File: config.mk
export PLATFORM = sky130hd
export DESIGN_NAME = buf_alu_arbiter_flat
export DESIGN_NICKNAME = d
export VERILOG_FILES = /design/src/rtl/buf_alu_arbiter_if.sv /design/src/rtl/buf_alu_arbiter.sv /design/src/flat_wrapper.sv
export SDC_FILE = /design/constraint.sdc
export NUM_CORES = 1
export LEC_CHECK = 0
export ABC_CLOCK_PERIOD_IN_PS = 2500
export CORE_MARGIN = 3
export CORE_UTILIZATION = 36
export DETAILED_ROUTE_END_ITERATION = 7
export PLACE_DENSITY = 0.8
export SYNTH_ARGS = -nofsm -noshare
export SYNTH_HDL_FRONTEND = slang
export SYNTH_SLANG_ARGS = --single-unit
File: constraint.sdc
create_clock -name clk -period 2.5 [get_ports clk]
set_clock_uncertainty 0.1 [all_clocks]
set_input_delay 0.25 -clock clk [delete_from_list [all_inputs] [get_ports clk]]
set_output_delay 0.25 -clock clk [all_outputs]
set_load 0.03 [all_outputs]
File: src/rtl/buf_alu_arbiter_if.sv
// Bus bundle between two requesters, the shared ALU and the arbiter.
// Handshake: a request transfers in a cycle where reqN_valid and reqN_ready
// are both high; ready is combinational from valid and the arbiter state,
// and a requester must hold valid and its func/a/b stable until it sees ready.
// resp_valid is a one-cycle completion strobe with no back-pressure.
interface buf_alu_arbiter_if #(
  parameter int WIDTH = 16
);
  logic             req0_valid;
  logic             req1_valid;
  logic             req0_ready;
  logic             req1_ready;
  logic [3:0]       req0_func;
  logic [3:0]       req1_func;
  logic [WIDTH-1:0] req0_a;
  logic [WIDTH-1:0] req0_b;
  logic [WIDTH-1:0] req1_a;
  logic [WIDTH-1:0] req1_b;

  logic             alu_en;
  logic [3:0]       alu_func;
  logic [WIDTH-1:0] alu_a;
  logic [WIDTH-1:0] alu_b;
  logic [WIDTH-1:0] alu_out;
  logic             alu_c;
  logic             alu_n;
  logic             alu_z;

  logic             resp_valid;
  logic             resp_id;
  logic [WIDTH-1:0] resp_data;
  logic             resp_err;
  logic [2:0]       ccr;
  logic             busy;

  // Arbiter side.
  modport slave (
    input  req0_valid, req1_valid, req0_func, req1_func,
    input  req0_a, req0_b, req1_a, req1_b,
    output req0_ready, req1_ready,
    output alu_en, alu_func, alu_a, alu_b,
    input  alu_out, alu_c, alu_n, alu_z,
    output resp_valid, resp_id, resp_data, resp_err, ccr, busy
  );

  // Requester and ALU side.
  modport master (
    output req0_valid, req1_valid, req0_func, req1_func,
    output req0_a, req0_b, req1_a, req1_b,
    input  req0_ready, req1_ready,
    input  alu_en, alu_func, alu_a, alu_b,
    output alu_out, alu_c, alu_n, alu_z,
    input  resp_valid, resp_id, resp_data, resp_err, ccr, busy
  );
endinterface

File: src/rtl/buf_alu_arbiter.sv
// Round-robin arbiter sharing one multi-cycle ALU between two requesters.
// One operation is in flight at a time: IDLE accepts, ISSUE pulses alu_en,
// WAIT counts down the ALU latency, RESP returns the result and updates CCR.
// Illegal function codes bypass the ALU and answer with resp_err.
module buf_alu_arbiter #(
  parameter int WIDTH = 16,
  parameter int LAT   = 1
) (
  input  logic              clk,
  input  logic              rst,
  buf_alu_arbiter_if.slave  bus,
  output logic [1:0]        o_dbg_state
);

  localparam logic [3:0] FN_LDD = 4'b0001;
  localparam logic [3:0] FN_ADD = 4'b0011;
  localparam logic [3:0] FN_NOT = 4'b0100;
  localparam logic [3:0] FN_NOP = 4'b0101;

  localparam logic [1:0] LAT_LOAD = 2'(LAT);

  typedef enum logic [1:0] {
    S_IDLE  = 2'd0,
    S_ISSUE = 2'd1,
    S_WAIT  = 2'd2,
    S_RESP  = 2'd3
  } state_t;

  state_t           r_state;
  state_t           w_next_state;

  logic             w_any_valid;
  logic             w_grant_id;
  logic [3:0]       w_sel_func;
  logic [WIDTH-1:0] w_sel_a;
  logic [WIDTH-1:0] w_sel_b;
  logic             w_sel_legal;
  logic             w_accept;
  logic             w_sample;
  logic             w_req0_ready;
  logic             w_req1_ready;

  logic             r_last_id;
  logic [1:0]       r_cnt;
  logic [3:0]       r_func;
  logic [WIDTH-1:0] r_a;
  logic [WIDTH-1:0] r_b;
  logic             r_id;
  logic [WIDTH-1:0] r_resp_data;
  logic             r_resp_id;
  logic             r_resp_err;
  logic [2:0]       r_ccr;

  // Grant selection: with both requesting, the one not served last wins.
  always_comb begin
    w_any_valid = bus.req0_valid | bus.req1_valid;
    if (bus.req0_valid && bus.req1_valid) begin
      w_grant_id = ~r_last_id;
    end else begin
      w_grant_id = bus.req1_valid;
    end
    w_sel_func  = w_grant_id ? bus.req1_func : bus.req0_func;
    w_sel_a     = w_grant_id ? bus.req1_a    : bus.req0_a;
    w_sel_b     = w_grant_id ? bus.req1_b    : bus.req0_b;
    w_sel_legal = (w_sel_func >= FN_LDD) && (w_sel_func <= FN_NOP);
  end

  // State register.
  always_ff @(posedge clk) begin
    if (!rst) begin
      r_state <= S_IDLE;
    end else begin
      r_state <= w_next_state;
    end
  end

  // Next-state and handshake decode; nothing is accepted while in reset.
  always_comb begin
    w_next_state = r_state;
    w_req0_ready = 1'b0;
    w_req1_ready = 1'b0;
    w_accept     = 1'b0;
    w_sample     = 1'b0;
    case (r_state)
      S_IDLE: begin
        if (w_any_valid) begin
          w_accept     = 1'b1;
          w_req0_ready = ~w_grant_id;
          w_req1_ready = w_grant_id;
          w_next_state = w_sel_legal ? S_ISSUE : S_RESP;
        end
      end
      S_ISSUE: begin
        w_next_state = S_WAIT;
      end
      S_WAIT: begin
        // Counter reaches zero on this edge: the ALU result is valid now.
        if (r_cnt == 2'd1) begin
          w_sample     = 1'b1;
          w_next_state = S_RESP;
        end
      end
      S_RESP: begin
        w_next_state = S_IDLE;
      end
      default: begin
        w_next_state = S_IDLE;
      end
    endcase
    if (!rst) begin
      w_req0_ready = 1'b0;
      w_req1_ready = 1'b0;
      w_accept     = 1'b0;
      w_sample     = 1'b0;
    end
  end

  // Capture the granted request and remember who was served.
  always_ff @(posedge clk) begin
    if (!rst) begin
      r_func    <= '0;
      r_a       <= '0;
      r_b       <= '0;
      r_id      <= 1'b0;
      r_last_id <= 1'b1;
    end else if (w_accept) begin
      r_func    <= w_sel_func;
      r_a       <= w_sel_a;
      r_b       <= w_sel_b;
      r_id      <= w_grant_id;
      r_last_id <= w_grant_id;
    end
  end

  // ALU latency counter: loaded in ISSUE, counts down through WAIT.
  always_ff @(posedge clk) begin
    if (!rst) begin
      r_cnt <= 2'd0;
    end else if (r_state == S_ISSUE) begin
      r_cnt <= LAT_LOAD;
    end else if ((r_state == S_WAIT) && (r_cnt != 2'd0)) begin
      r_cnt <= r_cnt - 2'd1;
    end
  end

  // Response holding registers and condition codes; loaded on entry to RESP.
  always_ff @(posedge clk) begin
    if (!rst) begin
      r_resp_data <= '0;
      r_resp_id   <= 1'b0;
      r_resp_err  <= 1'b0;
      r_ccr       <= 3'b000;
    end else if (w_sample) begin
      r_resp_data <= bus.alu_out;
      r_resp_id   <= r_id;
      r_resp_err  <= 1'b0;
      if ((r_func == FN_ADD) || (r_func == FN_NOT)) begin
        r_ccr <= {bus.alu_c, bus.alu_n, bus.alu_z};
      end
    end else if (w_accept && !w_sel_legal) begin
      r_resp_data <= '0;
      r_resp_id   <= w_grant_id;
      r_resp_err  <= 1'b1;
    end
  end

  assign bus.req0_ready = w_req0_ready;
  assign bus.req1_ready = w_req1_ready;
  assign bus.alu_en     = (r_state == S_ISSUE);
  assign bus.alu_func   = r_func;
  assign bus.alu_a      = r_a;
  assign bus.alu_b      = r_b;
  assign bus.resp_valid = (r_state == S_RESP);
  assign bus.resp_id    = r_resp_id;
  assign bus.resp_data  = r_resp_data;
  assign bus.resp_err   = r_resp_err;
  assign bus.ccr        = r_ccr;
  assign bus.busy       = (r_state != S_IDLE);
  assign o_dbg_state    = r_state;

endmodule

File: src/flat_wrapper.sv
// flat-port wrapper written by rule: the top's interface ports become plain ports
module buf_alu_arbiter_flat 
#(
  parameter int WIDTH = 16,
  parameter int LAT   = 1
)
  (clk, rst, o_dbg_state, bus_req0_valid, bus_req1_valid, bus_req0_func, bus_req1_func, bus_req0_a, bus_req0_b, bus_req1_a, bus_req1_b, bus_req0_ready, bus_req1_ready, bus_alu_en, bus_alu_func, bus_alu_a, bus_alu_b, bus_alu_out, bus_alu_c, bus_alu_n, bus_alu_z, bus_resp_valid, bus_resp_id, bus_resp_data, bus_resp_err, bus_ccr, bus_busy);
  buf_alu_arbiter_if #(.WIDTH(WIDTH)) bus_i ();
  input  logic clk;
  input  logic rst;
  output logic [1:0] o_dbg_state;
  input wire logic [$bits(bus_i.req0_valid)-1:0] bus_req0_valid;
  input wire logic [$bits(bus_i.req1_valid)-1:0] bus_req1_valid;
  input wire logic [$bits(bus_i.req0_func)-1:0] bus_req0_func;
  input wire logic [$bits(bus_i.req1_func)-1:0] bus_req1_func;
  input wire logic [$bits(bus_i.req0_a)-1:0] bus_req0_a;
  input wire logic [$bits(bus_i.req0_b)-1:0] bus_req0_b;
  input wire logic [$bits(bus_i.req1_a)-1:0] bus_req1_a;
  input wire logic [$bits(bus_i.req1_b)-1:0] bus_req1_b;
  output wire logic [$bits(bus_i.req0_ready)-1:0] bus_req0_ready;
  output wire logic [$bits(bus_i.req1_ready)-1:0] bus_req1_ready;
  output wire logic [$bits(bus_i.alu_en)-1:0] bus_alu_en;
  output wire logic [$bits(bus_i.alu_func)-1:0] bus_alu_func;
  output wire logic [$bits(bus_i.alu_a)-1:0] bus_alu_a;
  output wire logic [$bits(bus_i.alu_b)-1:0] bus_alu_b;
  input wire logic [$bits(bus_i.alu_out)-1:0] bus_alu_out;
  input wire logic [$bits(bus_i.alu_c)-1:0] bus_alu_c;
  input wire logic [$bits(bus_i.alu_n)-1:0] bus_alu_n;
  input wire logic [$bits(bus_i.alu_z)-1:0] bus_alu_z;
  output wire logic [$bits(bus_i.resp_valid)-1:0] bus_resp_valid;
  output wire logic [$bits(bus_i.resp_id)-1:0] bus_resp_id;
  output wire logic [$bits(bus_i.resp_data)-1:0] bus_resp_data;
  output wire logic [$bits(bus_i.resp_err)-1:0] bus_resp_err;
  output wire logic [$bits(bus_i.ccr)-1:0] bus_ccr;
  output wire logic [$bits(bus_i.busy)-1:0] bus_busy;
  assign bus_i.req0_valid = bus_req0_valid;
  assign bus_i.req1_valid = bus_req1_valid;
  assign bus_i.req0_func = bus_req0_func;
  assign bus_i.req1_func = bus_req1_func;
  assign bus_i.req0_a = bus_req0_a;
  assign bus_i.req0_b = bus_req0_b;
  assign bus_i.req1_a = bus_req1_a;
  assign bus_i.req1_b = bus_req1_b;
  assign bus_req0_ready = bus_i.req0_ready;
  assign bus_req1_ready = bus_i.req1_ready;
  assign bus_alu_en = bus_i.alu_en;
  assign bus_alu_func = bus_i.alu_func;
  assign bus_alu_a = bus_i.alu_a;
  assign bus_alu_b = bus_i.alu_b;
  assign bus_i.alu_out = bus_alu_out;
  assign bus_i.alu_c = bus_alu_c;
  assign bus_i.alu_n = bus_alu_n;
  assign bus_i.alu_z = bus_alu_z;
  assign bus_resp_valid = bus_i.resp_valid;
  assign bus_resp_id = bus_i.resp_id;
  assign bus_resp_data = bus_i.resp_data;
  assign bus_resp_err = bus_i.resp_err;
  assign bus_ccr = bus_i.ccr;
  assign bus_busy = bus_i.busy;
  buf_alu_arbiter #(.WIDTH(WIDTH), .LAT(LAT)) u_core (.clk(clk), .rst(rst), .bus(bus_i), .o_dbg_state(o_dbg_state));
endmodule
Yosys cells after proc, flatten, opt, wreduce, memory -nomap -nowiden:

Cells that the tools add are included.

* flip-flop bits (word level): 63
* latch bits: 0
* memory bits (writable): 0
* memory bits (read-only): 0
* bits of input ports: 95
* memories kept: 0

* add/subtract/negate cells: 1
* multiply operators: 0
* divide/modulo/power cells: 0
* magnitude comparators: 2
* equality and inequality tests: 8
* shift-type cells: 0
* multiplexer cells: 26
* bitwise gates (word level): 4
* reduce and logical (&&, ||, !) cells: 15

Operators with widths (count)
* $mux W16: 4
* $mux W1: 17
* $pmux W2 S4: 1
* $reduce_bool A2 Y1: 4
* $mux W2: 3
* $eq A2 B1 Y1 const B: 2
* $eq A2 B2 Y1 const B: 2
* $eq A4 B2 Y1 const B: 1
* $eq A4 B3 Y1 const B: 1
* $ge A4 B1 Y1 const B: 1
* $le A4 B3 Y1 const B: 1
* $logic_and A1 B1 Y1: 4
* $mux W4: 1
* $ne A2 B1 Y1 const B: 2
* $reduce_and A2 Y1: 2
* $reduce_or A2 Y1: 2
* $not A1 Y1: 3
* $logic_not A2 Y1: 1
* $sub A2 B1 Y2 const B: 1
* $logic_not A1 Y1: 1
* $logic_or A1 B1 Y1: 1
* $or A1 B1 Y1: 1

Depth between registers and ports, before layout:

Gate-level depths: netlist of run 1.

* depth after elaboration: 9
* depth in mapped cells: 7
* depth with buffers taken out: 6

Worst setup path before layout of run 1:

OpenSTA, ideal clock, no wires.

* path kind: flip-flop to flip-flop
* from: reg u_core.r_state[0], in the netlist u_core.o_dbg_state[0]
* to: reg u_core.r_a[15], in the netlist u_core.bus.alu_a[15]
* setup time: 0.068 ns
* data arrival time: 1.987 ns
* slack: 0.345 ns
* stages on the path, launching flop included: 8
* buffers on the path: 1
* cells stage by stage: dfxtp_1 inv_1 ha_1 o211ai_2 nor2_2 clkbuf_1 a222oi_1 nor2_1

* longest elaborated chain between the ends: 3

RTL lines
* from (decl): line buf_alu_arbiter.sv:29 `state_t r_state;`
* from (signal assigned): line buf_alu_arbiter.sv:73 `r_state <= w_next_state;`
* $logic_not A2 Y1: line buf_alu_arbiter.sv:84 `case (r_state)`
* $mux W1: line buf_alu_arbiter.sv:84
* $mux W1: line buf_alu_arbiter.sv:110 `if (!rst) begin`
* to (signal assigned): line buf_alu_arbiter.sv:128 `r_a <= w_sel_a;`
* to (decl): line buf_alu_arbiter.sv:46 `logic [WIDTH-1:0] r_a;`

No other way between the ends.
A chain may end at the register's enable or synchronous reset.

Worst setup path in the final report of run 1:

* from: reg u_core.r_state[1], in the netlist u_core.o_dbg_state[1]
* to: out bus_req0_ready

* longest elaborated chain between the ends: 3

RTL lines
* $logic_not A2 Y1: line buf_alu_arbiter.sv:84
* $mux W1: line buf_alu_arbiter.sv:84
* $mux W1: line buf_alu_arbiter.sv:110
* to (decl): line flat_wrapper.sv:20 `output wire logic [$bits(bus_i.req0_ready)-1:0] bus_req0_ready;`

No other way between the ends.

==> results_dict.tcl, run 1 <==
set metrics [dict create \
    outcome "finished clean" \
    overflow 0 \
    cp-end-kind "primary output" \
    max-cap-violations 0 \
    synth_fp_nets 338 \
    clk_path_buf_depth 2 \
    cp.required_ns 2.15 \
    routed_wl_microns 8104 \
    crit_fanout 35 \
    clk_latency_ns 0.34 \
    avgSynthCellArea_sq_um 10.50 \
    r2r_cells 5 \
    grt_pass1_wl_microns 12080 \
    drc 0 \
    setup_violations 0 \
    fill_cells 529 \
    synth_edf_count 0 \
    yosysTopAreaCell "dfxtp_1" \
    hold_violations 0 \
    io_pins 159 \
    antenna_found_initial 0 \
    yosysTopAreaCellShare_pct 50.88 \
    gp_congestion 0.7790 \
    root_buffer "clkbuf_8" \
    critPathMaxStageDelay_ns 0.38 \
    ctsHoldBuffers 0 \
    worstReg2RegEnd "u_core.bus.resp_data[5]" \
    slowest_stage "buf_4" \
    ys_seq_area_share_pct 50.88 \
    vias 2518 \
    peakVddDrop_mv 0.4636 \
    min_period_ns 2.358 \
    hold_depth 3 \
    synth.most_common_cell "dfxtp_1" \
    clk_pin_slew_ns 0.07 \
    cp.arrival_ns 2.01 \
    detail-route-antenna-nets 0 \
    cts-resized-gates 0 \
    grtUsageTotal_pct 20.05 \
    min_path_type "in2reg" \
    start_util_pct 38.16 \
    die_width_microns 88.98 \
    synth_cell_type_count 36 \
    syn_area_sq_mm 0.002479 \
    firstDrtPassIters 6 \
    r2r_slack_ns 0.36 \
    critPathMostFrequentCell "buf_4" \
    path_cells "inv_1, ha_1, o211ai_2, nor2_2, buf_4, buf_4" \
    syn2layout_area_growth_pct 76.02 \
    min_to "u_core.bus.alu_a[14]" \
    fin_setup_tns_ns 0 \
    slew_violations 0 \
    hold_start "bus_req0_a[14]" \
    portBuffers 158 \
    critPathKind "reg2out" \
    dpl.hpwl_microns 5876 \
    p_leak_nw 1.653 \
    rows 29 \
    diodes 0 \
    synth_common_cells "dfxtp_1, nor2_1, a222oi_1" \
    htreeDepth 3 \
    async_flop_share_pct 0 \
    rr_startpoint "u_core.o_dbg_state[0]" \
    dieArea_sq_mm 0.007917 \
    timing.slew.headroom_pct 25.95 \
    post_cts_buffers 0 \
    finalNetCount 497 \
    fmax_mhz 424.0 \
    grt_pass1_vias 2539 \
    tightest_slew_ns 1.107 \
    cts_sinks 63 \
    yosys_register_bits 63 \
    avgRoutedWirePerCell_microns 16.99 \
    synth_area_leaders "dfxtp_1, a222oi_1, nor2_1, a22o_1, ha_1" \
    rsz0062_at_grt "no" \
    layout-drive-gt1-share_pct 7.750 \
    ys.flop_type "dfxtp_1" \
    p_per_area_mw_per_mm2 892.2 \
    crit_path_start_kind "register" \
    syn_inst 236 \
    cts_tree "yes" \
    avgViaCountPerCell 5.279 \
    drt_iter0_markers 201 \
    path_buf_inv 3 \
    critPathTopFamily "buffers and inverters" \
    fin_crit_sh_pct 94.34 \
    die_h_microns 88.98 \
    grt_max_degree 36 \
    ys_warn_count 0 \
    core_area_sq_mm 0.006495 \
    fin_util_pct 67.17 \
    cts_buffers 9 \
]
[stage by stage]
| step | cells | setup slack, ns | power [W] | hold slack [ns] | area (sq um) |
|---|---|---|---|---|---|
| 2_1_floorplan | 236 | 0.3451 | 0.002192 | 0.2490 | 2479 |
| 3_3_place_gp | 461 | 0.2535 | 0.002791 | 0.3410 | 4118 |
| 3_5_place_dp | 461 | 0.1814 | 0.002825 | 0.3540 | 4118 |
| 4_1_cts | 477 | 0.1265 | 0.003931 | 0.3344 | 4363 |
| 5_1_grt | 477 | 0.004045 | 0.004089 | 0.3425 | 4363 |
| 6_report | 477 | 0.1416 | 0.003892 | 0.3505 | 4363 |
[worst max path at each step]
stage / startpoint / to / slack [ns] / cells past startpoint
3_3_place_gp: bus_req0_valid / u_core.bus.resp_id / 0.25 / 5
3_5_place_dp: bus_req0_valid / u_core.bus.resp_id / 0.18 / 5
2_1_floorplan: u_core.o_dbg_state[0] / u_core.bus.alu_a[15] / 0.35 / 7
5_1_grt: u_core.o_dbg_state[0] / bus_req0_ready / 0.004 / 6
4_1_cts: u_core.o_dbg_state[1] / bus_req0_ready / 0.13 / 6
6_report: u_core.o_dbg_state[1] / bus_req0_ready / 0.14 / 6
[flip-flops by register name (all words and copies together) (netlist names)]
signal / flops
u_core.bus.resp_data: 16
u_core.r_id: 1
u_core.bus.ccr: 3
u_core.o_dbg_state: 2
u_core.bus.alu_a: 16
u_core.bus.alu_b: 16
u_core.bus.resp_err: 1
u_core.r_cnt: 2
u_core.bus.alu_func: 4
u_core.bus.resp_id: 1
u_core.r_last_id: 1
[kinds of logic after synthesis]
group	share of synthesized area [%]
flip-flops	50.88
multiplexers	2.827
AND/OR/NAND/NOR	10.45
XOR/XNOR	0.3534
AO/OA/AOI/OAI	27.26
adder cells (fa/ha/maj)	3.533
buffers and inverters	4.694
[cells in the final DEF, fill, tap and decap left out, types with 2 or more instances in the layout]
| cell type | count |
|---|---|
| nor2b_1 | 2 |
| nor3_1 | 2 |
| clkdlybuf4s50_1 | 156 |
| o21ai_1 | 4 |
| nor3b_1 | 2 |
| a21oi_1 | 5 |
| mux2i_1 | 7 |
| a22o_1 | 16 |
| a22oi_1 | 3 |
| ha_1 | 7 |
| a222oi_1 | 30 |
| o31ai_1 | 2 |
| nor2_1 | 39 |
| clkinvlp_4 | 3 |
| bufinv_16 | 3 |
| inv_1 | 9 |
| clkbuf_8 | 9 |
| nand2_1 | 11 |
| buf_4 | 8 |
| dfxtp_1 | 63 |
[worst min-delay path: stages]
cell	delay, ns
clkdlybuf4s50_1	0.40
nand2_1	0.06
nand2_1	0.04
[routing by layer]
layer | track usage [%] | vias to the layer above | routed length [microns]
met5 | 0 | - | 0
met3 | 6.820 | 10 | 682
met4 | 7.307 | 0 | 92
li1 | - | 1222 | -
met2 | 35.63 | 115 | 4058
met1 | 22.20 | 1171 | 3271
[cell type report]
type | count | area, sq um | area share (%)
repair buffers | 164 | 1622 | 37.17
flip-flops and latches | 63 | 1261 | 28.91
multi-input cells | 147 | 1101 | 25.24
clock buffers | 9 | 123.9 | 2.839
clock inverters | 7 | 121.4 | 2.782
well taps | 77 | 96.34 | 2.208
inverters | 10 | 37.54 | 0.8603
[power breakdown]
group | leakage, nW | switching, W | internal (W)
clock | 0.112 | 0.000425 | 0.000663
combinational | 1.03 | 0.000834 | 0.000683
sequential | 0.514 | 0.000113 | 0.00117
Note: power is estimated with default switching activity, not from simulation.
==> inputs of run 2 (changes only) <==
--- a/config.mk
+++ b/config.mk
@@ -8,6 +8,7 @@
 export ABC_CLOCK_PERIOD_IN_PS = 2500
 export CORE_MARGIN = 3
 export CORE_UTILIZATION = 36
+export CTS_CLUSTER_DIAMETER = 60
 export DETAILED_ROUTE_END_ITERATION = 7
 export PLACE_DENSITY = 0.8
 export SYNTH_ARGS = -nofsm -noshare
==> results of run 2 <==
Same layout as run 1: the final DEF is identical, and so are final timing and power.
